--- config.mk ---
export PLATFORM = sky130hd
export DESIGN_NAME = examp_every_capture
export DESIGN_NICKNAME = d
export VERILOG_FILES = /design/src/rtl/examp_every_capture.sv
export SDC_FILE = /design/constraint.sdc
export NUM_CORES = 1
export LEC_CHECK = 0
export ABC_AREA = 1
export BUFFER_PORTS_ARGS = -buffer_cell sky130_fd_sc_hd__buf_2
export CORE_ASPECT_RATIO = 1.4
export CORE_UTILIZATION = 55
export CTS_CLUSTER_DIAMETER = 150
export DETAILED_ROUTE_END_ITERATION = 10
export GPL_TIMING_DRIVEN = 0
export MAX_ROUTING_LAYER = met4
export PLACE_DENSITY = 0.77
export SETUP_SLACK_MARGIN = 0.3
export SLEW_MARGIN = 20
export SYNTH_ARGS = -nofsm -noshare
export SYNTH_HDL_FRONTEND = slang
export SYNTH_SLANG_ARGS = --single-unit
--- constraint.sdc ---
create_clock -name clk -period 1.85 [get_ports clk]
set_input_delay 0.2775 -clock clk [delete_from_list [all_inputs] [get_ports clk]]
set_output_delay 0.2775 -clock clk [all_outputs]
set_load 0.005 [all_outputs]
--- src/rtl/examp_every_capture.sv ---
// examp_every_capture
//
// Capture stage for the every-signal output block. The three asynchronous
// upstream outputs are brought into the clk domain through two-flop
// synchronizers. Any disagreement between them sets a sticky flag. The
// synchronized o is debounced into a clean level, and each debounced edge is
// offered as a single-entry event over a valid/ready handshake. Rising level
// flips are counted with saturation.
//
// Ports:
//   clk        in   sole clock, rising edge
//   rst        in   asynchronous active-high reset
//   o          in   asynchronous upstream signal (debounced)
//   tempa      in   asynchronous upstream signal (compared only)
//   tempb      in   asynchronous upstream signal (compared only)
//   clr        in   synchronous clear of mismatch and rise_count
//   evt_ready  in   consumer accepts the pending event
//   evt_valid  out  event pending
//   evt_rise   out  event polarity, 1 = rising, 0 = falling
//   evt_drop   out  one-cycle pulse when an event is lost to backpressure
//   level      out  debounced o
//   mismatch   out  sticky disagreement flag
//   rise_count out  saturating count of rising level flips
module examp_every_capture #(
    parameter int DEBOUNCE = 4,
    parameter int CNT_W    = 8
) (
    input  logic             clk,
    input  logic             rst,
    input  logic             o,
    input  logic             tempa,
    input  logic             tempb,
    input  logic             clr,
    input  logic             evt_ready,
    output logic             evt_valid,
    output logic             evt_rise,
    output logic             evt_drop,
    output logic             level,
    output logic             mismatch,
    output logic [CNT_W-1:0] rise_count
);

    typedef enum logic {
        STABLE   = 1'b0,
        CHANGING = 1'b1
    } state_t;

    localparam logic [7:0]       DB_LAST = 8'(DEBOUNCE - 1);
    localparam logic [CNT_W-1:0] CNT_MAX = {CNT_W{1'b1}};

    // Two-flop synchronizers
    logic o_p0, a_p0, b_p0;
    logic s_o, s_a, s_b;

    always_ff @(posedge clk or posedge rst) begin
        if (rst) begin
            o_p0 <= 1'b0;
            a_p0 <= 1'b0;
            b_p0 <= 1'b0;
            s_o  <= 1'b0;
            s_a  <= 1'b0;
            s_b  <= 1'b0;
        end else begin
            o_p0 <= o;
            a_p0 <= tempa;
            b_p0 <= tempb;
            s_o  <= o_p0;
            s_a  <= a_p0;
            s_b  <= b_p0;
        end
    end

    // Sticky mismatch; a fresh disagreement outranks clr
    logic disagree;
    assign disagree = (s_o != s_a) || (s_o != s_b);

    always_ff @(posedge clk or posedge rst) begin
        if (rst) begin
            mismatch <= 1'b0;
        end else if (disagree) begin
            mismatch <= 1'b1;
        end else if (clr) begin
            mismatch <= 1'b0;
        end
    end

    // Debounce FSM
    state_t     state, state_next;
    logic [7:0] cnt, cnt_next;
    logic       level_next;
    logic       new_evt;

    always_ff @(posedge clk or posedge rst) begin
        if (rst) begin
            state <= STABLE;
            cnt   <= 8'd0;
            level <= 1'b0;
        end else begin
            state <= state_next;
            cnt   <= cnt_next;
            level <= level_next;
        end
    end

    always_comb begin
        state_next = state;
        cnt_next   = cnt;
        level_next = level;
        new_evt    = 1'b0;
        case (state)
            STABLE: begin
                if (s_o != level) begin
                    // A single-cycle debounce accepts the change immediately
                    if (DEBOUNCE == 1) begin
                        level_next = s_o;
                        cnt_next   = 8'd0;
                        new_evt    = 1'b1;
                    end else begin
                        state_next = CHANGING;
                        cnt_next   = 8'd1;
                    end
                end
            end
            CHANGING: begin
                if (s_o == level) begin
                    state_next = STABLE;
                    cnt_next   = 8'd0;
                end else if (cnt == DB_LAST) begin
                    level_next = s_o;
                    state_next = STABLE;
                    cnt_next   = 8'd0;
                    new_evt    = 1'b1;
                end else begin
                    cnt_next = cnt + 8'd1;
                end
            end
            default: begin
                state_next = STABLE;
                cnt_next   = 8'd0;
            end
        endcase
    end

    // Single-entry event register; a held, unaccepted event is never replaced
    always_ff @(posedge clk or posedge rst) begin
        if (rst) begin
            evt_valid <= 1'b0;
            evt_rise  <= 1'b0;
            evt_drop  <= 1'b0;
        end else begin
            evt_drop <= 1'b0;
            if (new_evt) begin
                if (!evt_valid || evt_ready) begin
                    evt_valid <= 1'b1;
                    evt_rise  <= level_next;
                end else begin
                    evt_drop <= 1'b1;
                end
            end else if (evt_valid && evt_ready) begin
                evt_valid <= 1'b0;
            end
        end
    end

    // Rising flips are counted whether or not their event was delivered
    logic rise_flip;
    assign rise_flip = new_evt && level_next;

    always_ff @(posedge clk or posedge rst) begin
        if (rst) begin
            rise_count <= '0;
        end else if (clr) begin
            rise_count <= '0;
        end else if (rise_flip && (rise_count != CNT_MAX)) begin
            rise_count <= rise_count + 1'b1;
        end
    end

endmodule

---- Word-level counts from Yosys, hierarchy flattened ----
Cells that the tools add are included.
cells by class
  $add $sub $neg .......................... 2
  eq/ne operators ......................... 8
  mux-type cells .......................... 23
  bitwise operators ....................... 1
  reduce and logical (&&, ||, !) cells .... 11
operators with widths
  kind                                                   number
  two-way mux 8 bit                                      5
  adder 8 x 1 -> 8 bit, second input constant            2
  two-way mux 1 bit                                      16
  case mux 8 bit (2 select lines)                        1
  == test 8 x 2 -> 1 bit, second input constant          1
  inequality test 8 bit, second input constant           1
  nonzero test 2 bit                                     3
  AND reduction 2 bit                                    2
  logical AND 1 bit                                      3
  inequality test 1 bit                                  3
  logical OR 1 bit                                       2
  inequality test 2 x 1 -> 1 bit, second input constant  1
  inequality test 2 bit, second input constant           1
  case mux 1 bit (2 select lines)                        1
  == test 1 bit                                          1
  logical NOT 1 bit                                      1
  NOT 1 bit                                              1
word-level totals
  flip-flop bits (word level) ............. 28
  input port bits ......................... 7
  output and inout port bits .............. 13
  word-level logic and storage cells ...... 59

---- Depth between registers and ports, before layout ----
  depth in word-level cells ............... 8
  mapped depth ............................ 9
  depth with buffers taken out ............ 9

---- Worst setup path before layout ----
Ideal clock, no wire load.
  path kind ............................... flip-flop to flip-flop
  start ................................... register rise_count[0]
  end ..................................... register rise_count[3]
  setup time .............................. 0.065 ns
  arrival ................................. 1.275 ns
  required time ........................... 1.785 ns
  slack ................................... 0.510 ns
  cell stages (with the launch flop) ...... 10
  buffers on the path ..................... 0
  clock period less this slack ............ 1.340 ns
  cell sequence ........................... dfrtp_1 -> ha_1 -> nand2_1 -> inv_1 -> nand2_1 -> nor3_4 -> inv_1 -> nand2_2 -> nand3_1 -> nand2_1
on the way
  longest elaborated chain between the ends .. 3
  elaborated cells on any way between the ends .. 6
  classes of those cells .................. add/sub (1); eq/ne (1); mux (2); reduce/logical (2)
ends and longest elaborated chain
  what                                                           RTL line  text
  start, declared                                                40        output logic [CNT_W-1:0] rise_count
  start signal, assigned                                         175       rise_count <= rise_count + 1'b1;
  adder 8 x 1 -> 8 bit or inequality test 8 bit (tied branches)  175, 174
  two-way mux 8 bit or logical AND 1 bit (tied branches)         174       end else if (rise_flip && (rise_count != CNT_MAX)) begin
  two-way mux 8 bit or nonzero test 2 bit (tied branches)        -
Parallel ways exist; a longest one is shown, timed or not. The select of a mux whose other input is x is not followed.
A chain may end at the register's enable or synchronous reset.

---- Worst setup path in the final report ----
  start ................................... register cnt[0]
  end ..................................... register rise_count[0]
on the way
  longest elaborated chain between the ends .. 7
  elaborated cells on any way between the ends .. 10
  classes of those cells .................. eq/ne (1); mux (6); reduce/logical (3)
ends and longest elaborated chain
  what                                   RTL line  text
  start, declared                        89        logic [7:0] cnt, cnt_next;
  start signal, assigned                 100       cnt <= cnt_next;
  == test 8 x 2 -> 1 bit *               128       end else if (cnt == DB_LAST) begin
  two-way mux 1 bit                      128
  two-way mux 1 bit                      125       if (s_o == level) begin
  two-way mux 1 bit                      110       case (state)
  logical AND 1 bit *                    167       assign rise_flip = new_evt && level_next;
  logical AND 1 bit *                    174
  nonzero test 2 bit (no source line) *  -
Mark *: on every way between the ends. The rest lies on a longest branch, timed or not.

==> flow_metrics.tcl <==
set metrics [dict create \
    synth-seq-cells 28 \
    power_density_nw_per_um2 898.8 \
    antenna_found_initial 0 \
    fin_tns_setup_ps 0 \
    grtUsageMet2 0.4055 \
    worstPathArrival_ps 1750 \
    die-area_um2 2752 \
    num_antenna_cells 0 \
    dp_cells 220 \
    rr_startpoint "cnt[0]$_DFFE_PP0P_" \
    vias_per_cell 5.154 \
    first_global_vias 1080 \
    cts_buffer_depth 2 \
    synth_seq_area_share 0.5009 \
    hold_class "input pin to asynchronous set/reset pin" \
    setup_slack_ps 374.6 \
    cp-endpoint "rise_count[0]$_DFFE_PP0P_" \
    path_class "register to register" \
    cts_tree "yes" \
    cts_num_sinks 28 \
    r2r_cells 7 \
    syn-num-nets 176 \
    root_buffer "clkbuf_4" \
    rrSetupSlack_ps 370 \
    holdBufCountCts 0 \
    grt_pass1_wl_um 4457 \
    area_growth_syn_to_layout_pct 15.83 \
    final-setup-viol-count 0 \
    p_leak_nw 0.8631 \
    fin_skew_ps 3.629 \
    rsz0062_at_grt "yes" \
    htree_levels 1 \
    fin_nets 203 \
    grt_max_degree 29 \
    drt_iter0_drc 36 \
    use_met3 0.01760 \
    grt_use_met1 0.2457 \
    rr_endpoint "rise_count[0]$_DFFE_PP0P_" \
    clk_pin_slew_worst_paths_ps 140 \
    design.core.area_um2 2391 \
    crit_start "cnt[0]$_DFFE_PP0P_" \
    die_h_um 61.67 \
    max_cap_viol_count 0 \
    start_kind "register" \
    timing.final.hold_violations 28 \
    rows 21 \
    maxSlewViolCount 0 \
    vias 1170 \
    io_pins 20 \
    slew_headroom 0.6155 \
    fmax_mhz 677.8 \
    routabilityCongestion 0.8635 \
    grt_use_total 0.2257 \
    ys_types 23 \
    fin_crit_sh 0.7975 \
    hpwl_um 1945 \
    clk_latency_ps 320 \
    cts_made_buffers 3 \
    syn_inst 167 \
    portBuffers 19 \
    syn-cell-area_um2 1399 \
    period_needed_ps 1475 \
    crit_required_ps 2120 \
    dp_slack_ps 311.4 \
    end_kind "register" \
    violations "hold timing" \
    fin_cells 227 \
    ant_nets 0 \
    holdWs_ps -14.36 \
    worst-path-max-fanout 8 \
    top_usage_layer "met2" \
    drive_above_1_share 0.2124 \
    wl_um 2730 \
    start_util 0.5850 \
    fillers 210 \
    worst_pin_slew_ps 575.8 \
    yosys_warnings 0 \
    status "finished with violations" \
    wl_per_cell_um 12.03 \
    grt_overflow 0 \
    synth.avg_cell_area_um2 8.376 \
    ir_drop_mv 0.6001 \
    first_pass_iters 4 \
    drc 0 \
    die_x_um 44.62 \
]
[power breakdown]
part,total (mW),switching (mW),internal [mW],leakage (nW)
sequential,0.734,0.0536,0.680,0.365
clock,0.293,0.173,0.120,0.0210
combinational,0.429,0.266,0.163,0.477
total,1.46,0.492,0.964,0.863
[placed cells by master, fill, tap and decap left out]
| master | Yosys | final |
|---|---|---|
| nand2_1 | 36 | 35 |
| dfrtp_1 | 28 | 28 |
| nand3_1 | 24 | 24 |
| inv_1 | 24 | 22 |
| buf_2 | 1 | 20 |
| nor2_1 | 15 | 15 |
| o21ai_0 | 5 | 5 |
| o22ai_1 | 5 | 5 |
| xor2_1 | 5 | 5 |
| buf_4 | 1 | 4 |
| nand4_1 | 4 | 4 |
| inv_2 | 1 | 3 |
| clkbuf_4 | 0 | 3 |
| nor2_4 | 2 | 2 |
| nor2_2 | 2 | 2 |
| a21oi_1 | 2 | 2 |
| xnor2_1 | 2 | 2 |
| nor3_1 | 3 | 2 |
| clkinv_1 | 1 | 1 |
| nor3_2 | 0 | 1 |
| nand4_4 | 1 | 1 |
| nand2_2 | 1 | 1 |
| nor3_4 | 1 | 1 |
| nand2_4 | 0 | 1 |
| o21ai_1 | 1 | 1 |
| ha_1 | 2 | 1 |
| ha_4 | 0 | 1 |
| clkbuf_8 | 0 | 1 |
[how the worst min path moves through the flow]
stage | slack (ps) | endpoint | cells past startpoint | startpoint
6_report | -10 | cnt[3]$_DFFE_PP0P_ | 2 | rst
4_1_cts | 30 | o_p0$_DFF_PP0_ | 1 | o
5_1_grt | 20 | b_p0$_DFF_PP0_ | 1 | tempb
2_1_floorplan | 310 | a_p0$_DFF_PP0_ | 0 | tempa
3_5_place_dp | 340 | s_b$_DFF_PP0_ | 0 | b_p0$_DFF_PP0_
3_3_place_gp | 330 | s_a$_DFF_PP0_ | 0 | a_p0$_DFF_PP0_
[worst max-delay path: stages (launching register included)]
cell     delay, ps
dfrtp_1        450
ha_4           180
nand2_1         90
nor2_4         190
nand4_4        110
nor2_4         230
nand3_1        100
nand2_1         80
[cell type report]
| class | instances | area (um^2) | share of cell area |
|---|---|---|---|
| sequential | 28 | 700.7 | 0.4324 |
| multi-input combinational | 111 | 613.1 | 0.3784 |
| timing repair buffer | 22 | 117.6 | 0.07259 |
| inverter | 26 | 97.59 | 0.06023 |
| tap | 34 | 42.54 | 0.02625 |
| clock buffer | 4 | 36.28 | 0.02239 |
| buffer | 2 | 12.51 | 0.007722 |
[metal layers]
| layer | wire length, um | vias up |
|---|---|---|
| met4 | 48 | 0 |
| li1 | - | 585 |
| met1 | 1159 | 558 |
| met3 | 50 | 6 |
| met2 | 1472 | 21 |
| met5 | 0 | - |
[sequential cells by signal, summed over array words and instances (netlist names)]
| register | flops |
|---|---|
| evt_rise | 1 |
| rise_count | 8 |
| a_p0 | 1 |
| mismatch | 1 |
| cnt | 8 |
| s_b | 1 |
| s_a | 1 |
| o_p0 | 1 |
| evt_drop | 1 |
| s_o | 1 |
| level | 1 |
| state | 1 |
| evt_valid | 1 |
| b_p0 | 1 |
[metrics by stage]
step                  util  hold slack (ps)  area (um^2)  total power [mW]
floorplan                -            308.9         1399             1.018
global placement    0.6426            331.2         1536             1.107
detailed placement  0.6426            336.2         1536             1.124
CTS                 0.6620            34.08         1583             1.427
global route        0.6777            24.65         1620             1.557
finish              0.6777           -14.36         1620             1.456
[cells in the mapped netlist (all sizes together)]
cell type / instances / area, um^2
a21oi: 2 / 10.01
buf: 2 / 12.51
clkinv: 1 / 3.750
dfrtp: 28 / 700.7
ha: 2 / 25.02
inv: 25 / 93.84
nand2: 37 / 141.4
nand3: 24 / 120.1
nand4: 5 / 46.29
nor2: 19 / 91.33
nor3: 4 / 31.28
o21ai: 6 / 30.02
o22ai: 5 / 31.28
xnor2: 2 / 17.52
xor2: 5 / 43.79
[repair_timing]
item,in CTS,in global routing
endpoints found under the setup margin,6,11
pin swaps,0,3
resized for setup,1,5
buffers inserted,1,2
[logic make-up (layout without fill, tap and decap cells)]
logic type / Yosys count / after routing / synth area share
AO/OA/AOI/OAI: 13 / 13 / 0.05098
XOR/XNOR: 7 / 7 / 0.04383
adder cells (fa/ha/maj): 2 / 2 / 0.01789
buffers and inverters: 28 / 54 / 0.07871
flip-flops: 28 / 28 / 0.5009
AND/OR/NAND/NOR: 89 / 89 / 0.3077
Power figures use the tool's default switching activity.
